<file path="src/rtl/sb_spi_host_ctrl_if.sv">
// ---------------------------------------------------------------------------
// sb_spi_host_ctrl_if
// System-bus link between the host controller (initiator) and the iCE40UP
// hard SPI block (responder).
//
// Signals:
//   sb_stb_o  initiator -> responder  bus strobe        (SBSTBI)
//   sb_rw_o   initiator -> responder  1 = write         (SBRWI)
//   sb_adr_o  initiator -> responder  register address  (SBADRI7..0)
//   sb_dat_o  initiator -> responder  write data        (SBDATI7..0)
//   sb_dat_i  responder -> initiator  read data         (SBDATO7..0)
//   sb_ack_i  responder -> initiator  acknowledge       (SBACKO)
// Modports: master (host controller), slave (hard SPI or bus model).
// ---------------------------------------------------------------------------
interface sb_spi_host_ctrl_if;
    logic       sb_stb_o;
    logic       sb_rw_o;
    logic [7:0] sb_adr_o;
    logic [7:0] sb_dat_o;
    logic [7:0] sb_dat_i;
    logic       sb_ack_i;

    modport master (
        output sb_stb_o, sb_rw_o, sb_adr_o, sb_dat_o,
        input  sb_dat_i, sb_ack_i
    );

    modport slave (
        input  sb_stb_o, sb_rw_o, sb_adr_o, sb_dat_o,
        output sb_dat_i, sb_ack_i
    );
endinterface

</file>
<file path="src/rtl/sb_spi_host_ctrl.sv">
// ---------------------------------------------------------------------------
// sb_spi_host_ctrl
// System-bus initiator for the iCE40UP hard SPI block. After reset it
// configures the hard SPI as master (SPICR1, SPIBR, SPICR2), then turns a
// byte stream into register accesses: chip select on, TRDY poll, TX write,
// RRDY poll, RX read, and at frame end TIP poll and chip select off.
//
// Ports:
//   clk, rst            system clock (also SBCLKI), async active-high reset
//   sb                  system bus, master modport of sb_spi_host_ctrl_if
//   tx_data/tx_valid    byte to send; tx_ready pulses when the byte is taken
//   tx_last             marks the final byte of a frame (CS released after)
//   rx_data/rx_valid    received byte, one-cycle pulse, no backpressure
//   init_done           configuration complete (sticky until reset)
//   busy                frame in progress (chip select asserted)
//   err                 sticky bus ack-timeout flag
//
// Optional feature: define SB_SPI_HOST_TIMEOUT_EN to build the per-access
// ack timeout (ACK_TIMEOUT cycles). Without it the controller waits for ack
// indefinitely and err is constant 0.
// ---------------------------------------------------------------------------
module sb_spi_host_ctrl #(
    parameter logic [3:0] BUS_ADDR74  = 4'b0000,
    parameter logic [7:0] SPI_BR      = 8'd3,
    parameter logic [1:0] CPOL_CPHA   = 2'b00,
    parameter logic [3:0] CS_MASK     = 4'b0001,
    parameter int         ACK_TIMEOUT = 15
) (
    input  logic                      clk,
    input  logic                      rst,
    sb_spi_host_ctrl_if.master        sb,
    input  logic [7:0]                tx_data,
    input  logic                      tx_valid,
    output logic                      tx_ready,
    input  logic                      tx_last,
    output logic [7:0]                rx_data,
    output logic                      rx_valid,
    output logic                      init_done,
    output logic                      busy,
    output logic                      err
);
    localparam logic [3:0] REG_CR1  = 4'h9;
    localparam logic [3:0] REG_CR2  = 4'hA;
    localparam logic [3:0] REG_BR   = 4'hB;
    localparam logic [3:0] REG_SR   = 4'hC;
    localparam logic [3:0] REG_TXDR = 4'hD;
    localparam logic [3:0] REG_RXDR = 4'hE;
    localparam logic [3:0] REG_CSR  = 4'hF;

    typedef enum logic [3:0] {
        S_INIT_CR1, S_INIT_BR, S_INIT_CR2, S_IDLE, S_CS_ON, S_POLL_T,
        S_WR_TX, S_POLL_R, S_RD_RX, S_POLL_TIP, S_CS_OFF
    } state_t;

    state_t     state_q;
    logic       stb_q, rw_q, last_q;
    logic [7:0] adr_q, dat_q;
    logic       tx_ready_q, rx_valid_q, init_done_q, busy_q, err_q;
    logic [7:0] rx_data_q;

    // Access each state performs once the bus has had its idle cycle.
    logic       acc_en, acc_rw;
    logic [3:0] acc_reg;
    logic [7:0] acc_dat;
    logic       timeout;

    always_comb begin
        acc_en  = 1'b1;
        acc_rw  = 1'b0;
        acc_reg = 4'h0;
        acc_dat = 8'h00;
        case (state_q)
            S_INIT_CR1: begin acc_rw = 1'b1; acc_reg = REG_CR1; acc_dat = 8'h80; end
            S_INIT_BR:  begin acc_rw = 1'b1; acc_reg = REG_BR;  acc_dat = SPI_BR; end
            S_INIT_CR2: begin
                acc_rw  = 1'b1;
                acc_reg = REG_CR2;
                acc_dat = {1'b1, 1'b1, 3'b000, CPOL_CPHA, 1'b0};
            end
            S_CS_ON:    begin acc_rw = 1'b1; acc_reg = REG_CSR; acc_dat = {4'b0000, CS_MASK}; end
            // A stalled stream keeps CS asserted but generates no bus traffic.
            S_POLL_T:   begin acc_reg = REG_SR; acc_en = tx_valid; end
            S_WR_TX:    begin acc_rw = 1'b1; acc_reg = REG_TXDR; acc_dat = tx_data; end
            S_POLL_R:   acc_reg = REG_SR;
            S_RD_RX:    acc_reg = REG_RXDR;
            S_POLL_TIP: acc_reg = REG_SR;
            S_CS_OFF:   begin acc_rw = 1'b1; acc_reg = REG_CSR; acc_dat = 8'h00; end
            default:    acc_en = 1'b0;
        endcase
    end

`ifdef SB_SPI_HOST_TIMEOUT_EN
    logic [7:0] to_cnt_q;

    // Counts strobe cycles without ack; cleared whenever the strobe is low.
    always_ff @(posedge clk or posedge rst) begin
        if (rst)
            to_cnt_q <= 8'd0;
        else if (!stb_q)
            to_cnt_q <= 8'd0;
        else if (!sb.sb_ack_i)
            to_cnt_q <= to_cnt_q + 8'd1;
    end

    assign timeout = stb_q && !sb.sb_ack_i && (to_cnt_q == 8'(ACK_TIMEOUT - 1));
`else
    logic unused_cfg;
    assign unused_cfg = (ACK_TIMEOUT != 0);
    assign timeout    = 1'b0;
`endif

    always_ff @(posedge clk or posedge rst) begin
        if (rst) begin
            state_q     <= S_INIT_CR1;
            stb_q       <= 1'b0;
            rw_q        <= 1'b0;
            adr_q       <= 8'h00;
            dat_q       <= 8'h00;
            last_q      <= 1'b0;
            tx_ready_q  <= 1'b0;
            rx_data_q   <= 8'h00;
            rx_valid_q  <= 1'b0;
            init_done_q <= 1'b0;
            busy_q      <= 1'b0;
            err_q       <= 1'b0;
        end else begin
            tx_ready_q <= 1'b0;
            rx_valid_q <= 1'b0;
            if (!stb_q) begin
                // Strobe low: this is the mandatory idle cycle; launch here.
                if (state_q == S_IDLE) begin
                    if (init_done_q && tx_valid) begin
                        state_q <= S_CS_ON;
                        busy_q  <= 1'b1;
                    end
                end else if (acc_en) begin
                    stb_q <= 1'b1;
                    rw_q  <= acc_rw;
                    adr_q <= {BUS_ADDR74, acc_reg};
                    dat_q <= acc_dat;
                    if (state_q == S_WR_TX) begin
                        tx_ready_q <= 1'b1;
                        last_q     <= tx_last;
                    end
                end
            end else if (sb.sb_ack_i) begin
                stb_q <= 1'b0;
                case (state_q)
                    S_INIT_CR1: state_q <= S_INIT_BR;
                    S_INIT_BR:  state_q <= S_INIT_CR2;
                    S_INIT_CR2: begin
                        state_q     <= S_IDLE;
                        init_done_q <= 1'b1;
                    end
                    S_CS_ON:    state_q <= S_POLL_T;
                    S_POLL_T:   if (sb.sb_dat_i[4]) state_q <= S_WR_TX;
                    S_WR_TX:    state_q <= S_POLL_R;
                    S_POLL_R:   if (sb.sb_dat_i[3]) state_q <= S_RD_RX;
                    S_RD_RX: begin
                        rx_data_q  <= sb.sb_dat_i;
                        rx_valid_q <= 1'b1;
                        state_q    <= last_q ? S_POLL_TIP : S_POLL_T;
                    end
                    S_POLL_TIP: if (!sb.sb_dat_i[7]) state_q <= S_CS_OFF;
                    S_CS_OFF: begin
                        state_q <= S_IDLE;
                        busy_q  <= 1'b0;
                    end
                    default:    state_q <= S_INIT_CR1;
                endcase
            end else if (timeout) begin
                // Abandon the access; try to release CS once, then give up.
                stb_q <= 1'b0;
                err_q <= 1'b1;
                if (state_q == S_CS_OFF) begin
                    state_q <= S_IDLE;
                    busy_q  <= 1'b0;
                end else begin
                    state_q <= S_CS_OFF;
                end
            end
        end
    end

    assign sb.sb_stb_o = stb_q;
    assign sb.sb_rw_o  = rw_q;
    assign sb.sb_adr_o = adr_q;
    assign sb.sb_dat_o = dat_q;
    assign tx_ready    = tx_ready_q;
    assign rx_data     = rx_data_q;
    assign rx_valid    = rx_valid_q;
    assign init_done   = init_done_q;
    assign busy        = busy_q;
    assign err         = err_q;
endmodule

</file>
<file path="src/flat_wrapper.sv">
// flat-port wrapper written by rule: the top's interface ports become plain ports
module sb_spi_host_ctrl_flat 
#(
    parameter logic [3:0] BUS_ADDR74  = 4'b0000,
    parameter logic [7:0] SPI_BR      = 8'd3,
    parameter logic [1:0] CPOL_CPHA   = 2'b00,
    parameter logic [3:0] CS_MASK     = 4'b0001,
    parameter int         ACK_TIMEOUT = 15
)
  (clk, rst, tx_data, tx_valid, tx_ready, tx_last, rx_data, rx_valid, init_done, busy, err, sb_sb_stb_o, sb_sb_rw_o, sb_sb_adr_o, sb_sb_dat_o, sb_sb_dat_i, sb_sb_ack_i);
  sb_spi_host_ctrl_if sb_i ();
  input  logic clk;
  input  logic rst;
  input  logic [7:0] tx_data;
  input  logic tx_valid;
  output logic tx_ready;
  input  logic tx_last;
  output logic [7:0] rx_data;
  output logic rx_valid;
  output logic init_done;
  output logic busy;
  output logic err;
  output wire logic [$bits(sb_i.sb_stb_o)-1:0] sb_sb_stb_o;
  output wire logic [$bits(sb_i.sb_rw_o)-1:0] sb_sb_rw_o;
  output wire logic [$bits(sb_i.sb_adr_o)-1:0] sb_sb_adr_o;
  output wire logic [$bits(sb_i.sb_dat_o)-1:0] sb_sb_dat_o;
  input wire logic [$bits(sb_i.sb_dat_i)-1:0] sb_sb_dat_i;
  input wire logic [$bits(sb_i.sb_ack_i)-1:0] sb_sb_ack_i;
  assign sb_sb_stb_o = sb_i.sb_stb_o;
  assign sb_sb_rw_o = sb_i.sb_rw_o;
  assign sb_sb_adr_o = sb_i.sb_adr_o;
  assign sb_sb_dat_o = sb_i.sb_dat_o;
  assign sb_i.sb_dat_i = sb_sb_dat_i;
  assign sb_i.sb_ack_i = sb_sb_ack_i;
  sb_spi_host_ctrl #(.BUS_ADDR74(BUS_ADDR74), .SPI_BR(SPI_BR), .CPOL_CPHA(CPOL_CPHA), .CS_MASK(CS_MASK), .ACK_TIMEOUT(ACK_TIMEOUT)) u_core (.clk(clk), .rst(rst), .sb(sb_i), .tx_data(tx_data), .tx_valid(tx_valid), .tx_ready(tx_ready), .tx_last(tx_last), .rx_data(rx_data), .rx_valid(rx_valid), .init_done(init_done), .busy(busy), .err(err));
endmodule
</file>
<file path="config.mk">
export PLATFORM = sky130hd
export DESIGN_NAME = sb_spi_host_ctrl_flat
export DESIGN_NICKNAME = d
export VERILOG_FILES = /design/src/rtl/sb_spi_host_ctrl_if.sv /design/src/rtl/sb_spi_host_ctrl.sv /design/src/flat_wrapper.sv
export SDC_FILE = /design/constraint.sdc
export NUM_CORES = 1
export LEC_CHECK = 0
export CAP_MARGIN = 20
export CORE_MARGIN = 1
export CORE_UTILIZATION = 31
export DETAILED_ROUTE_END_ITERATION = 8
export GPL_TIMING_DRIVEN = 0
export PLACE_DENSITY = 0.68
export SLEW_MARGIN = 20
export SYNTH_ARGS = -nofsm -noshare
export SYNTH_HDL_FRONTEND = slang
export SYNTH_SLANG_ARGS = --single-unit
</file>
<file path="constraint.sdc">
create_clock -name clk -period 2.15 [get_ports clk]
set_clock_uncertainty 0.1 [all_clocks]
set_input_delay 0.43 -clock clk [delete_from_list [all_inputs] [get_ports clk]]
set_output_delay 0.43 -clock clk [all_outputs]
set_load 0.01 [all_outputs]
</file>
==> summary.md <==
| Metric | Value |
|---|---|
| Hold Crit Depth | `1` |
| Leading cell type in the layout, fill and taps excluded | `clkdlybuf4s50_1` |
| Int Pwr | `1.69 mW` |
| Post-route antenna net violation count | `0` |
| Cell family contributing the most delay on the critical path | `buffers and inverters` |
| WL per Instance | `12.2 um` |
| DP Area | `2120 um^2` |
| Power Density | `1200 nW/um^2` |
| CTS tree | `done` |
| Comb pwr share | `0.491` |
| Psw | `0.975 mW` |
| Detailed Place HPWL | `2.38 mm` |
| Gpl congestion | `0.825` |
| Clock sinks | `31` |
| Worst setup SP type | `input port` |
| Worst vdd ir | `516 uV` |
| Clk_lat worst skew | `0.28 ns` |
| Area Growth Syn to Fin | `42.3%` |
| CTS max path bufs | `2` |
| DR pass1 iterations | `6` |
| R2R cell count | `5` |
| Global route hottest layer | `met2` |
| Pwr Total | `2.67 mW` |
| Register-to-register path setup slack | `0.34 ns` |
| Register area share after synthesis | `0.497` |
| DRT Wirelength | `3.36 mm` |
| Clock group share of total power | `0.188` |
| Slew headroom | `0.567` |
| Critical Path RT | `2.21 ns` |
| Total global-route track usage | `0.145` |
| CP Class | `in -> reg` |
| Final setup margin | `0.302 ns` |
| Vias per std cell | `4.63` |
| DR DRC count | `0` |
| CP max stage cell | `clkdlybuf4s50_1` |
| Grt met2 use | `0.218` |
| FF+latch count, synth | `31` |
| Pre-CTS setup slack | `0.0150 ns` |
| R2R Path Start | `u_core.state_q[1]` |
| RSZ-0062 raised after global routing | `false` |
| Fill count | `467` |
| Num CTS Buffers | `5` |
| Hold-fix buffers, CTS | `0` |
| Cell variety after synth | `41` |
| Post-CTS Resized | `0` |
| Most frequent cells in the layout | `46 x clkdlybuf4s50_1, 31 x dfrtp_1, 11 x nand2_1, 11 x inv_1, 11 x mux2_2` |
| Netlist Area Pre-Place | `1560 um^2` |
| Critical-path cell list | `clkdlybuf4s50_1 > nand4b_4 > o31a_1 > a21o_1 > mux2_1` |
| Setup TNS | `0 ns` |
| Initial antenna violation count | `0` |
| Share of layout cells above drive strength 1 | `0.168` |
| Largest net degree at the start of global routing | `32` |
| CP Max Fanout | `3` |
| Switch share | `0.365` |
| Worst-margin pin slew | `0.648 ns` |
| Clock slew at reported path FFs | `0.06 ns` |
| Setup violations, final | `0` |
| Final nets | `228` |
| CP Capture Type | `register` |
| Die Ht | `72.9 um` |
| Final Max Tran Viols | `0` |
| Post-Syn Instances | `150` |
| Die Width | `72.9 um` |
| Sequential Power Share | `0.321` |
| Die ar. | `5320 um^2` |
| Post-CTS Setup Inserts | `0` |
| Met1 global-route usage | `0.197` |
| Worst flop-to-flop path endpoint | `u_core.state_q[2]` |
| Post-synth top area share | `0.497` |
| Remaining global-route overflow | `0` |
| P_leak | `1.03 nW` |
| Status | `finished, final reports clean` |
| CTS H-Tree Depth | `2` |
| Vias in the first global route | `1255` |
| WP data arrival | `1.91 ns` |
| Hold Fails Final Rpt | `0` |
| GR Util met3 | `0.0497` |
| Worst Hold End | `u_core.sb.sb_adr_o[3]` |
| Max incr delay on CP | `0.53 ns` |
| ANT cells | `0` |
| Final Cell Area | `2220 um^2` |
| DRT iter0 DRCs | `59` |
| Yosys warning count | `0` |
| Routed vias | `1273` |
| Top cells by area, synth | `dfrtp_1 50%, mux2_2 7.9%, a21oi_1 2.9%` |
| Placement row count | `25` |
| Top achievable clock speed | `0.541 GHz` |
| Worst hold path type | `reg -> reg` |
| Min Clock Period, post-route | `1.85 ns` |
| Hold_sp | `u_core.sb.sb_adr_o[3]` |
| Most area-hungry cell type in the Yosys netlist | `dfrtp_1` |
| Avg Inst Size Synth | `10.4 um^2` |
| CORE AREA | `4790 um^2` |
| Min Hold Slack | `0.361 ns` |
| Initial Util | `0.326` |
| Buf/Inv on CP | `1` |
| Final Cycle Share | `0.859` |
| First-pass GRT wire length | `5.84 mm` |
| Max-cap viol count | `0` |
| Clock tree root driver cell | `clkbuf_8` |
| IO Pins | `52` |
| I/O Buffers | `46` |
cell type report:
class | instances | area [um^2] | area share
tap | 67 | 83.8 | 0.0378
clock buffer | 8 | 100 | 0.0451
timing repair buffer | 46 | 460 | 0.207
buffer | 16 | 96.3 | 0.0434
sequential | 31 | 776 | 0.349
multi-input combinational | 95 | 658 | 0.297
inverter | 12 | 45.0 | 0.0203
cells by family after synthesis:
logic type | share of synthesized area
simple gates | 0.136
flops | 0.497
xor+xnor | 0.00561
other cells | 0.00240
mux | 0.119
compound gates | 0.149
buf+inv | 0.0906
routing by layer:
layer	share of wire	wire, um
met4	0.015	52
met1	0.48	1610
met5	0	0
met3	0.037	125
met2	0.47	1580
metrics by stage:
stage               instances  utilization
global route              275        0.464
detailed placement        267        0.443
floorplan                 154            -
CTS                       275        0.464
global placement          267        0.443
finish                    275        0.464
worst max-delay path by stage:
| stage | start | to | slack (ns) | cells past startpoint |
|---|---|---|---|---|
| 3_3_place_gp | tx_valid | u_core.state_q[2] | 0.001 | 5 |
| 2_1_floorplan | u_core.state_q[1] | u_core.state_q[3] | 0.51 | 5 |
| 6_report | tx_valid | u_core.state_q[2] | 0.30 | 5 |
| 3_5_place_dp | tx_valid | u_core.state_q[3] | 0.02 | 5 |
| 4_1_cts | tx_valid | u_core.sb.sb_dat_o[1] | 0.31 | 6 |
| 5_1_grt | tx_valid | u_core.sb.sb_dat_o[1] | 0.23 | 6 |
synth_stat cells (all sizes together):
master	instances
dfrtp	31
nor3	3
o21ai	5
o2bb2ai	1
a41o	1
nand2	11
o31a	2
nand4b	1
o31ai	1
buf	14
a21oi	9
xnor2	1
nor2b	2
a21o	4
conb	1
nor2	10
o32ai	1
clkbuf	2
mux2i	4
mux2	13
nor3b	1
a211oi	1
nor4b	1
a32o	1
o221ai	1
o22ai	1
or2	1
and3	1
nand4	2
a2111oi	2
a22o	2
nand3b	1
a31oi	2
inv	12
nand2b	4
state kept, by name, indices dropped and copies added (netlist names):
name                cells
u_core.sb.sb_adr_o      4
u_core.init_done        1
u_core.rx_valid         1
u_core.rx_data          8
u_core.tx_ready         1
u_core.sb.sb_stb_o      1
u_core.busy             1
u_core.sb.sb_rw_o       1
u_core.state_q          4
u_core.last_q           1
u_core.sb.sb_dat_o      8
worst reg2reg max path, stage by stage (launching register included):
cell,delay (ns)
dfrtp_1,0.36
clkbuf_2,0.18
or2_1,0.30
o22ai_1,0.24
a21o_1,0.18
mux2_1,0.33
power by group through the flow:
| stage | Clock (mW) | Sequential (mW) | Combinational, mW |
|---|---|---|---|
| after floorplan | 0 | 0.921 | 0.779 |
| after global placement | 0 | 0.869 | 1.30 |
| after detailed placement | 0 | 0.870 | 1.31 |
| after CTS | 0.517 | 0.861 | 1.32 |
| after global routing | 0.548 | 0.886 | 1.45 |
| final | 0.501 | 0.857 | 1.31 |
Note: power is estimated with default switching activity, not from simulation.
